### src/rtl/multi_channel_capture_timer.sv
// multi_channel_capture_timer
// Prescaled up-counter with start/stop/clear control and NUM_CH independent
// capture registers. Each channel has a valid/ack handshake and a sticky
// overrun flag for a value overwritten before it was acknowledged.
//
// state   | meaning
// --------+-----------------------------------------------------------
// IDLE    | counter, prescaler, flags and captures held at zero
// RUNNING | prescaler advances; counter increments on each tick
// STOPPED | counter frozen; captures still accepted
module multi_channel_capture_timer #(
  parameter int CNT_WIDTH      = 32,
  parameter int NUM_CH         = 4,
  parameter int PRESCALE_WIDTH = 8
) (
  input  logic                          clk_in,
  input  logic                          rst_in,
  input  logic                          start_in,
  input  logic                          stop_in,
  input  logic                          clear_in,
  input  logic [NUM_CH-1:0]             capture_in,
  input  logic [NUM_CH-1:0]             capture_ack_in,
  input  logic [PRESCALE_WIDTH-1:0]     prescale_in,
  output logic [CNT_WIDTH-1:0]          counter_out,
  output logic [NUM_CH*CNT_WIDTH-1:0]   captured_out,
  output logic [NUM_CH-1:0]             capture_valid_out,
  output logic [NUM_CH-1:0]             overrun_out,
  output logic                          overflow_out,
  output logic                          running_out
);

  typedef enum logic [1:0] {
    IDLE    = 2'd0,
    RUNNING = 2'd1,
    STOPPED = 2'd2
  } state_t;

  localparam logic [CNT_WIDTH-1:0]      CNT_ONE = 1;
  localparam logic [PRESCALE_WIDTH-1:0] PSC_ONE = 1;

  state_t state_q, state_d;

  logic                start_prev_q, stop_prev_q, clear_prev_q;
  logic [NUM_CH-1:0]   cap_prev_q;
  logic                start_edge, stop_edge, clear_edge;
  logic [NUM_CH-1:0]   cap_edge;
  logic                start_accept;
  logic                tick;

  logic [CNT_WIDTH-1:0]                cnt_q, cnt_d;
  logic [PRESCALE_WIDTH-1:0]           psc_q, psc_d;
  logic                                ovf_q, ovf_d;
  logic [NUM_CH-1:0][CNT_WIDTH-1:0]    cap_q, cap_d;
  logic [NUM_CH-1:0]                   valid_q, valid_d;
  logic [NUM_CH-1:0]                   ovr_q, ovr_d;

  assign start_edge = start_in & ~start_prev_q;
  assign stop_edge  = stop_in  & ~stop_prev_q;
  assign clear_edge = clear_in & ~clear_prev_q;
  assign cap_edge   = capture_in & ~cap_prev_q;

  // A start edge only matters outside RUNNING; clear overrides it.
  assign start_accept = start_edge & ~clear_edge & (state_q != RUNNING);

  // Tick compares against the live prescale_in so a new divisor applies at once.
  assign tick = (state_q == RUNNING) && (psc_q == prescale_in);

  // Edge-detect history for all level inputs.
  always_ff @(posedge clk_in) begin
    if (rst_in) begin
      start_prev_q <= 1'b0;
      stop_prev_q  <= 1'b0;
      clear_prev_q <= 1'b0;
      cap_prev_q   <= '0;
    end else begin
      start_prev_q <= start_in;
      stop_prev_q  <= stop_in;
      clear_prev_q <= clear_in;
      cap_prev_q   <= capture_in;
    end
  end

  // Control state register.
  always_ff @(posedge clk_in) begin
    if (rst_in) begin
      state_q <= IDLE;
    end else begin
      state_q <= state_d;
    end
  end

  // Next state with priority clear > stop > start.
  always_comb begin
    state_d = state_q;
    if (clear_edge) begin
      state_d = IDLE;
    end else if (stop_edge && (state_q == RUNNING)) begin
      state_d = STOPPED;
    end else if (start_accept) begin
      state_d = RUNNING;
    end
  end

  // Counter, prescaler and per-channel capture/handshake next values.
  always_comb begin
    cnt_d   = cnt_q;
    psc_d   = psc_q;
    ovf_d   = ovf_q;
    cap_d   = cap_q;
    valid_d = valid_q;
    ovr_d   = ovr_q;
    if (clear_edge) begin
      cnt_d   = '0;
      psc_d   = '0;
      ovf_d   = 1'b0;
      cap_d   = '0;
      valid_d = '0;
      ovr_d   = '0;
    end else begin
      if (state_q == RUNNING) begin
        if (tick) begin
          psc_d = '0;
          cnt_d = cnt_q + CNT_ONE;
          if (cnt_q == '1) begin
            ovf_d = 1'b1;
          end
        end else begin
          psc_d = psc_q + PSC_ONE;
        end
      end
      if (start_accept) begin
        psc_d = '0;
      end
      for (int i = 0; i < NUM_CH; i++) begin
        if (cap_edge[i] && (state_q != IDLE)) begin
          // Captured value is the count held before this edge.
          cap_d[i]   = cnt_q;
          valid_d[i] = 1'b1;
          if (valid_q[i] && !capture_ack_in[i]) begin
            ovr_d[i] = 1'b1;
          end
        end else if (valid_q[i] && capture_ack_in[i]) begin
          valid_d[i] = 1'b0;
        end
      end
    end
  end

  // Datapath registers.
  always_ff @(posedge clk_in) begin
    if (rst_in) begin
      cnt_q   <= '0;
      psc_q   <= '0;
      ovf_q   <= 1'b0;
      cap_q   <= '0;
      valid_q <= '0;
      ovr_q   <= '0;
    end else begin
      cnt_q   <= cnt_d;
      psc_q   <= psc_d;
      ovf_q   <= ovf_d;
      cap_q   <= cap_d;
      valid_q <= valid_d;
      ovr_q   <= ovr_d;
    end
  end

  assign counter_out       = cnt_q;
  assign captured_out      = cap_q;
  assign capture_valid_out = valid_q;
  assign overrun_out       = ovr_q;
  assign overflow_out      = ovf_q;
  assign running_out       = (state_q == RUNNING);

endmodule

### config.mk
export PLATFORM = sky130hd
export DESIGN_NAME = multi_channel_capture_timer
export DESIGN_NICKNAME = d
export VERILOG_FILES = /design/src/rtl/multi_channel_capture_timer.sv
export SDC_FILE = /design/constraint.sdc
export NUM_CORES = 1
export LEC_CHECK = 0
export ABC_AREA = 1
export CAP_MARGIN = 20
export CORE_ASPECT_RATIO = 1.1
export CORE_MARGIN = 2
export CORE_UTILIZATION = 44
export CTS_CLUSTER_SIZE = 20
export DETAILED_ROUTE_END_ITERATION = 7
export GPL_TIMING_DRIVEN = 0
export PLACE_DENSITY = 0.76
export SYNTH_ARGS = -nofsm -noshare
export SYNTH_HDL_FRONTEND = slang
export SYNTH_SLANG_ARGS = --single-unit
### constraint.sdc
create_clock -name clk_in -period 1.5 [get_ports clk_in]
set_input_delay 0.225 -clock clk_in [delete_from_list [all_inputs] [get_ports clk_in]]
set_output_delay 0.225 -clock clk_in [all_outputs]
set_load 0.02 [all_outputs]
**Word level (Yosys, flattened, before mapping)**

Cells that the tools add are included.

- Flip-flop bits (word level): 186
- Input bits: 21
- Output and inout bits: 170
- Word-level logic and storage cells: 82

- $add $sub $neg: 2
- Equality and inequality tests: 4
- Mux-type cells: 11
- Bitwise gates (word level): 11
- Reductions and logical operators: 33

Operators with widths:

| kind | number |
|---|---|
| adder 32 x 1 -> 32 bit (second input constant) | 1 |
| == test 32 bit (second input constant) | 1 |
| logical AND 1 bit | 14 |
| nonzero test 2 bit | 6 |
| AND reduction 2 bit | 5 |
| adder 8 x 1 -> 8 bit (second input constant) | 1 |
| == test 8 bit | 1 |
| 2-to-1 mux 1 bit | 8 |
| 2-to-1 mux 8 bit | 1 |
| OR reduction 3 bit | 2 |
| bitwise AND 1 bit | 5 |
| bitwise AND 4 bit | 1 |
| zero test 1 bit | 4 |
| 2-to-1 mux 2 bit | 2 |
| NOT 1 bit | 4 |
| NOT 4 bit | 1 |
| AND reduction 3 bit | 1 |
| == test 2 x 1 -> 1 bit (second input constant) | 1 |
| != test 2 x 1 -> 1 bit (second input constant) | 1 |
| OR reduction 2 bit | 1 |

**Logic depth before layout (Yosys ltp)**

Gate-level depths: netlist of run 1.

- Depth after elaboration: 7
- Mapped depth: 10
- Mapped depth without buffers: 10

**Worst setup path after synthesis of run 1**

Ideal clock, no wire load.

- Kind: reg2reg
- Start point: register cnt_q[0] (netlist: counter_out[0])
- End point: register cnt_q[30] (netlist: counter_out[30])
- Setup time: 115 ps
- Arrival time: 1584 ps
- Data required time: 1385 ps
- Path slack: -199 ps
- Stages on the path, launching flop included: 11
- Path buffers: 0
- Clock period less this slack: 1699 ps
- Path through: dfxtp_1 ha_1 nand3_1 inv_1 nand2_1 nor2_1 nand2_1 nor2_1 nand3_1 nand2_1 nor2_1

- Cells in the longest elaborated chain, start to end: 1

Ends and longest elaborated chain:

| element | RTL line | RTL |
|---|---|---|
| start, declared | 50 | `logic [CNT_WIDTH-1:0] cnt_q, cnt_d;` |
| start signal, assigned | 159 | `cnt_q <= cnt_d;` |
| adder 32 x 1 -> 32 bit | 123 | `cnt_d = cnt_q + CNT_ONE;` |

Every way passes these cells.
A chain may end at the register's enable or synchronous reset.

**Worst setup path in the final report of run 1**

- Start point: register state_q[1]
- End point: register cnt_q[5] (netlist: counter_out[5])

- Cells in the longest elaborated chain, start to end: 3

Ends and longest elaborated chain:

| element | RTL line | RTL |
|---|---|---|
| start, declared | 41 | `state_t state_q, state_d;` |
| start signal, assigned | 88 | `state_q <= state_d;` |
| == test 2 x 1 -> 1 bit (*) | 66, 120 |  |
| logical AND 1 bit | 66 | `assign tick = (state_q == RUNNING) && (psc_q == prescale_in);` |
| AND reduction 2 bit (no line) (*) | - |  |

Mark *: on every way between the ends. The rest lies on a longest branch, timed or not.

==> flow_summary.ini, run 1 <==
[outcome]
outcome = finished with violations
violations = negative setup slack

[routing]
route.detailed.drc = 0
num_vias = 8129
drt_iter0_markers = 977
totalWireLength_um = 27000
antenna_violating_nets_post_route = 0
drt_first_pass_iters = 6
route.detailed.vias_per_inst = 5.51
wire_per_inst_um = 18.3

[timing]
timing.final.crit_period_ps = 1630
worst_pin_slew_ps = 447
maxSlewViolCount = 0
report.final.setup_viol = 66
finalClockSkew_ps = 11.6
max-slew-margin-rel = 0.702
fmaxAchievable_ghz = 0.613
final.setup.worst_slack_ps = -131
finalHoldViolations = 0
finalCritPeriodShare = 1.09
whs_ps = 139
rsz0062_at_grt = true

[yosys]
ys_warn_count = 0
synth.net_count = 1033
syn-cell-area_um2 = 7310
syn-mean-instance-area_um2 = 7.24
sequential_cell_area_fraction_in_the_yosys_report = 0.509
yosys_register_bits = 186
synth.lib_cells_used.distinct = 26
post_synth_inst_count = 1010

[final_layout]
nFillCells = 1308
sequential_cell_area_um2 = 3770
multi_input_comb_area_um2 = 3660
final_util = 0.696
post-route-cell-area_um2 = 11300
final_net_count = 1282
post_route_cells_drive_above_1_share = 0.249
area_growth_pct = 55.2
insertedDiodeCount = 0

[global_routing]
met2_usage = 0.476
use_met3 = 0.0650
grt_pass1_vias = 7330
gr-total-overflow = 0
grt_util_all_layers = 0.283
number_of_antenna_violations_at_the_first_check_in_global_routing = 0
globalRoute.busiestLayer = met2
grt_start_max_net_pins = 17
grt_util_met1 = 0.350
wire_length_of_the_first_global_routing_pass_um = 39000

[die]
initial_core_util = 0.448
design.core.area_um2 = 16300
io-pin-count = 191
floorplan.die_area_um2 = 17700
die_height_um = 139
rows = 49
chipWidth_um = 127

[worst_setup_path]
max_fanout_on_critical_path = 9
timing_worst_setup_path_type = reg2reg
timing.critical_path.required_ps = 1830
end_kind = flop
cp_data_arrival_time_ps = 1960
crit_path_start_kind = flop

[power]
power.static_leakage_nw = 5.57
vdd_drop_max_uv = 699
power_density_nw_per_um2 = 934

[clock_network]
cts.path.max_buffers = 2
cts-buffers-inserted = 17
cts_tree = yes
ctsHtreeMaxLevel = 4
postCtsHoldBufs = 0
clock_sink_count = 186
clock_tree.root_cell = clkbuf_16
clk_pin_slew_ps = 70
clock_insertion_delay_worst_skew_ps = 440

[placement]
dpl-instance-area_um2 = 9500
place_hpwl_um = 17400
number_of_buffer_cells_added_on_primary_ports = 189
globalplace.congestion = 0.902

[run]
cap_viol_max_count = 0

[hold_path]
min_delay_worst_type = in2reg
## flip-flops by register name, summed over array words and instances, names as in the netlist
| name | count |
|---|---|
| cap_prev_q | 4 |
| capture_valid_out | 4 |
| captured_out | 128 |
| clear_prev_q | 1 |
| counter_out | 32 |
| overflow_out | 1 |
| overrun_out | 4 |
| psc_q | 8 |
| start_prev_q | 1 |
| state_q | 2 |
| stop_prev_q | 1 |
## Yosys cell counts
| cell | instances | area, um^2 |
|---|---|---|
| a211oi_1 | 1 | 7.51 |
| a21oi_1 | 81 | 405 |
| a31oi_1 | 4 | 25.0 |
| and3b_1 | 1 | 8.76 |
| buf_1 | 1 | 3.75 |
| buf_2 | 21 | 105 |
| buf_4 | 2 | 15.0 |
| buf_6 | 1 | 11.3 |
| clkbuf_1 | 42 | 158 |
| dfxtp_1 | 186 | 3720 |
| ha_1 | 2 | 25.0 |
| inv_1 | 65 | 244 |
| inv_2 | 2 | 7.51 |
| nand2_1 | 123 | 462 |
| nand2_2 | 1 | 6.26 |
| nand3_1 | 42 | 210 |
| nand3b_1 | 3 | 22.5 |
| nand4_1 | 7 | 43.8 |
| nor2_1 | 273 | 1020 |
| nor2_2 | 1 | 6.26 |
| nor3_1 | 5 | 25.0 |
| nor3_2 | 4 | 40.0 |
| o21ai_0 | 135 | 676 |
| o21ai_1 | 1 | 5.00 |
| xnor2_1 | 1 | 8.76 |
| xor2_1 | 5 | 43.8 |
## cells in the final DEF, fill, tap and decap left out, types with 4 or more instances in the layout
| cell | count |
|---|---|
| o21ai_2 | 12 |
| dfxtp_1 | 160 |
| nand2_4 | 10 |
| a21oi_1 | 69 |
| dfxtp_4 | 5 |
| nor3_4 | 5 |
| clkinvlp_4 | 4 |
| clkbuf_16 | 20 |
| clkdlybuf4s50_1 | 19 |
| inv_2 | 9 |
| buf_12 | 8 |
| buf_4 | 36 |
| o21ai_1 | 53 |
| dlygate4sd2_1 | 165 |
| xor2_1 | 5 |
| clkbuf_2 | 16 |
| a21oi_2 | 12 |
| clkbuf_4 | 5 |
| nand3_2 | 14 |
| dfxtp_2 | 21 |
| nand2_2 | 15 |
| buf_2 | 5 |
| nand2_1 | 99 |
| buf_8 | 9 |
| inv_1 | 55 |
| nor2_4 | 22 |
| nand3_1 | 28 |
| o21ai_0 | 71 |
| nor2_2 | 44 |
| nand4_1 | 7 |
| nor2_1 | 208 |
| buf_6 | 25 |
## critical path, cell delays in order (launching register included)
cell and delay [ps]:
dfxtp_4 350, inv_2 60, nand2_4 80, nor2_2 110
nand4_1 140, nor2_4 270, buf_8 190, buf_12 140
nand3_2 60, nand2_2 70, nor2_2 40
## final cells by class
| cell class | count | area share |
|---|---|---|
| sequential | 186 | 0.332 |
| timing repair buffer | 233 | 0.195 |
| buffer | 64 | 0.0494 |
| tap | 204 | 0.0225 |
| clock inverter | 13 | 0.0143 |
| clock buffer | 19 | 0.0409 |
| inverter | 67 | 0.0234 |
| multi-input combinational | 690 | 0.323 |
## worst paths after layout
check | startpoint | end | slack [ps] | cells past startpoint
setup / recovery | state_q[1] | counter_out[5] | -130 | 10
hold / removal | rst_in | clear_prev_q | 140 | 2
setup reg to reg | state_q[1] | counter_out[5] | -130 | 10
hold reg to reg | overrun_out[1] | overrun_out[1] | 480 | 2
## layer usage
layer  vias to the layer above  wire length [um]
met3                        89              2510
met5                         -                 0
li1                       3760                 -
met2                       443             13300
met4                         0              1020
met1                      3837             10200
## where the power goes
group	internal, mW	switching (mW)	total (mW)
registers	5.01	0.0488	5.06
logic	0.302	0.480	0.782
clock network	2.77	1.98	4.76
## metrics by stage
| step | setup WS [ps] | power [mW] | setup TNS, ps | cells |
|---|---|---|---|---|
| floorplan | -6.21 | 5.51 | -6.21 | 1010 |
| global placement | -873 | 5.82 | -104890 | 1403 |
| detailed placement | -892 | 5.83 | -108110 | 1403 |
| CTS | -83.1 | 10.5 | -1520 | 1455 |
| global route | -198 | 10.9 | -8440 | 1476 |
| finish | -131 | 10.6 | -4070 | 1476 |
## repair_timing
| item | CTS | global route |
|---|---|---|
| gates cloned | 3 | 4 |
| buffers inserted | 20 | 18 |
| setup endpoints to repair | 347 | 178 |
| resized for setup | 349 | 254 |
| pin swaps | 33 | 33 |
## cell families (layout without fill, tap and decap cells)
family                     after synthesis  in the layout  synth area share
DFF                                    186            186             0.509
and+or+nand+nor                        460            460             0.253
adders and majority gates                2              2           0.00342
xor gates and xnor gates                 6              6           0.00719
AOI/OAI and AO/OA                      222            222             0.153
buffers and inverters                  134            396            0.0744
No activity file was read; power rests on OpenSTA's default activity.
==> run 2, diff against run 1 <==
--- a/config.mk
+++ b/config.mk
@@ -7,13 +7,15 @@
 export LEC_CHECK = 0
 export ABC_AREA = 1
 export CAP_MARGIN = 20
+export CELL_PAD_IN_SITES_DETAIL_PLACEMENT = 2
+export CELL_PAD_IN_SITES_GLOBAL_PLACEMENT = 2
 export CORE_ASPECT_RATIO = 1.1
 export CORE_MARGIN = 2
-export CORE_UTILIZATION = 44
+export CORE_UTILIZATION = 24
 export CTS_CLUSTER_SIZE = 20
 export DETAILED_ROUTE_END_ITERATION = 7
 export GPL_TIMING_DRIVEN = 0
-export PLACE_DENSITY = 0.76
+export PLACE_DENSITY_LB_ADDON = 0.1
 export SYNTH_ARGS = -nofsm -noshare
 export SYNTH_HDL_FRONTEND = slang
 export SYNTH_SLANG_ARGS = --single-unit
==> flow_summary.ini, run 2 (synthesis gave the netlist of run 1 again) <==
[outcome]
outcome = finished with violations
violations = negative setup slack

[global_routing]
grt_pass1_vias = 8385
grt_util_all_layers = 0.209
gr-total-overflow = 0
wire_length_of_the_first_global_routing_pass_um = 50300
grt_start_max_net_pins = 17
number_of_antenna_violations_at_the_first_check_in_global_routing = 1

[timing]
finalHoldViolations = 0
worst_pin_slew_ps = 352
max-slew-margin-rel = 0.765
timing.final.crit_period_ps = 1550
fin_setup_tns_ps = -407
whs_ps = 124
rsz0062_at_grt = true
finalCritPeriodShare = 1.03
final.setup.worst_slack_ps = -52.3
finalClockSkew_ps = 12.1
fmaxAchievable_ghz = 0.644
report.final.setup_viol = 18
maxSlewViolCount = 0

[final_layout]
final_cells = 1718
largest_reg_flops = 128
area_growth_pct = 63.2
mostFrequentLayoutCells = nor2_1 (229), dlygate4sd2_1 (160), dfxtp_1 (153), o21ai_0 (99), nand2_1 (90)
nFillCells = 3436
insertedDiodeCount = 0
post-route-cell-area_um2 = 11900
final_net_count = 1314
most_common_library_cell_in_the_layout_ignoring_fill_and_taps = nor2_1
multi_input_comb_area_um2 = 3790
post_route_cells_drive_above_1_share = 0.284
sequential_cell_area_um2 = 3790

[placement]
number_of_buffer_cells_added_on_primary_ports = 189
place.detailed.instances = 1613
dpl-instance-area_um2 = 9760
globalplace.congestion = 0.777
place_hpwl_um = 23300

[routing]
totalWireLength_um = 33700
num_vias = 7942
route.detailed.drc = 0
drt_first_pass_iters = 4
drt_iter0_markers = 293
antenna_violating_nets_post_route = 0
wire_per_inst_um = 19.6
route.detailed.vias_per_inst = 4.62

[clock_network]
postCtsHoldBufs = 0
cts.path.max_buffers = 2
cts_tree = yes
ctsHtreeMaxLevel = 4
clock_sink_count = 186
clock_insertion_delay_worst_skew_ps = 450
clk_pin_slew_ps = 70
clock_tree.root_cell = clkbuf_16
cts-buffers-inserted = 17

[worst_setup_path]
end_kind = flop
timing.critical_path.required_ps = 1830
cp_data_arrival_time_ps = 1890
timing_worst_setup_path_type = reg2reg
max_fanout_on_critical_path = 7
crit_path_start_kind = flop

[die]
io-pin-count = 191
chipWidth_um = 170
floorplan.die_area_um2 = 31900
design.core.area_um2 = 30300
die_height_um = 187
rows = 67
initial_core_util = 0.242

[power]
power.static_leakage_nw = 5.77
post-layout-total-power_mw = 10.5
vdd_drop_max_uv = 514
power_density_nw_per_um2 = 879

[run]
cap_viol_max_count = 0

[hold_path]
min_delay_worst_type = in2reg
run 2: cell count changes in the layout (fill, tap and decap cells not counted), moves of 5 or more:
cell,previous run,this run
buf_4,36,68
nand2_1,99,90
nand3_2,14,21
o21ai_0,71,99
nor2_1,208,229
dfxtp_1,160,153
dlygate4sd2_1,165,160
nand3_1,28,19
o21ai_1,53,21
dfxtp_4,5,11
nand2_2,15,22
clkbuf_4,5,16
inv_1,55,49
nor2_2,44,23
run 2: worst max-delay path, cell delays in order, from the launching register on:
cell and delay, ps:
dfxtp_4 370, inv_4 60, nor2_4 30, nor2_2 90, nand4_1 140, nor2_4 160, buf_12 130, buf_12 140
buf_12 130, nand3_2 60, nand2_1 70, nor2_1 50
run 2: area by class of cell:
cell class | count | share of cell area
Sequential cell | 186 | 0.318
Clock inverter | 12 | 0.0117
Clock buffer | 20 | 0.0366
Multi-Input combinational cell | 690 | 0.318
Buffer | 63 | 0.0485
Tap cell | 414 | 0.0434
Inverter | 67 | 0.0223
Timing Repair Buffer | 266 | 0.202
run 2: timing repair:
| action | CTS | global route |
|---|---|---|
| resized for setup | 416 | 208 |
| buffers inserted | 39 | 40 |
| pin swaps | 34 | 54 |
| cloned | 4 | 1 |
| setup endpoints to repair | 347 | 182 |
| hold endpoints to repair | 0 | 0 |
run 2: routing by layer:
metal  vias up  wire length [um]  GRT usage
li1       3815                 -          -
met1      3942             14900      0.266
met2       153             16800      0.361
met3        32              1390     0.0389
met4         0               612     0.0565
met5         -                 0          0
run 2: report_power, final:
group	switching, mW	leakage [nW]	total (mW)	internal [mW]
registers	0.0500	1.52	5.05	5.00
clock network	2.16	0.273	4.65	2.48
logic	0.506	3.97	0.794	0.288
run 2: worst paths after layout:
path / from / end / slack (ps) / depth (start not counted)
worst min-delay path: rst_in / cap_prev_q[2] / 120 / 2
worst min register to register: overflow_out / overflow_out / 460 / 2
worst max register to register: psc_q[0] / counter_out[6] / -50 / 11
worst max-delay path: psc_q[0] / counter_out[6] / -50 / 11
run 2: stage by stage:
step / utilization / setup WS, ps
after global routing: 0.394 / -149
after floorplan: - / -6.21
final: 0.394 / -52.3
after global placement: 0.322 / -966
after CTS: 0.372 / -144
after detailed placement: 0.322 / -1020
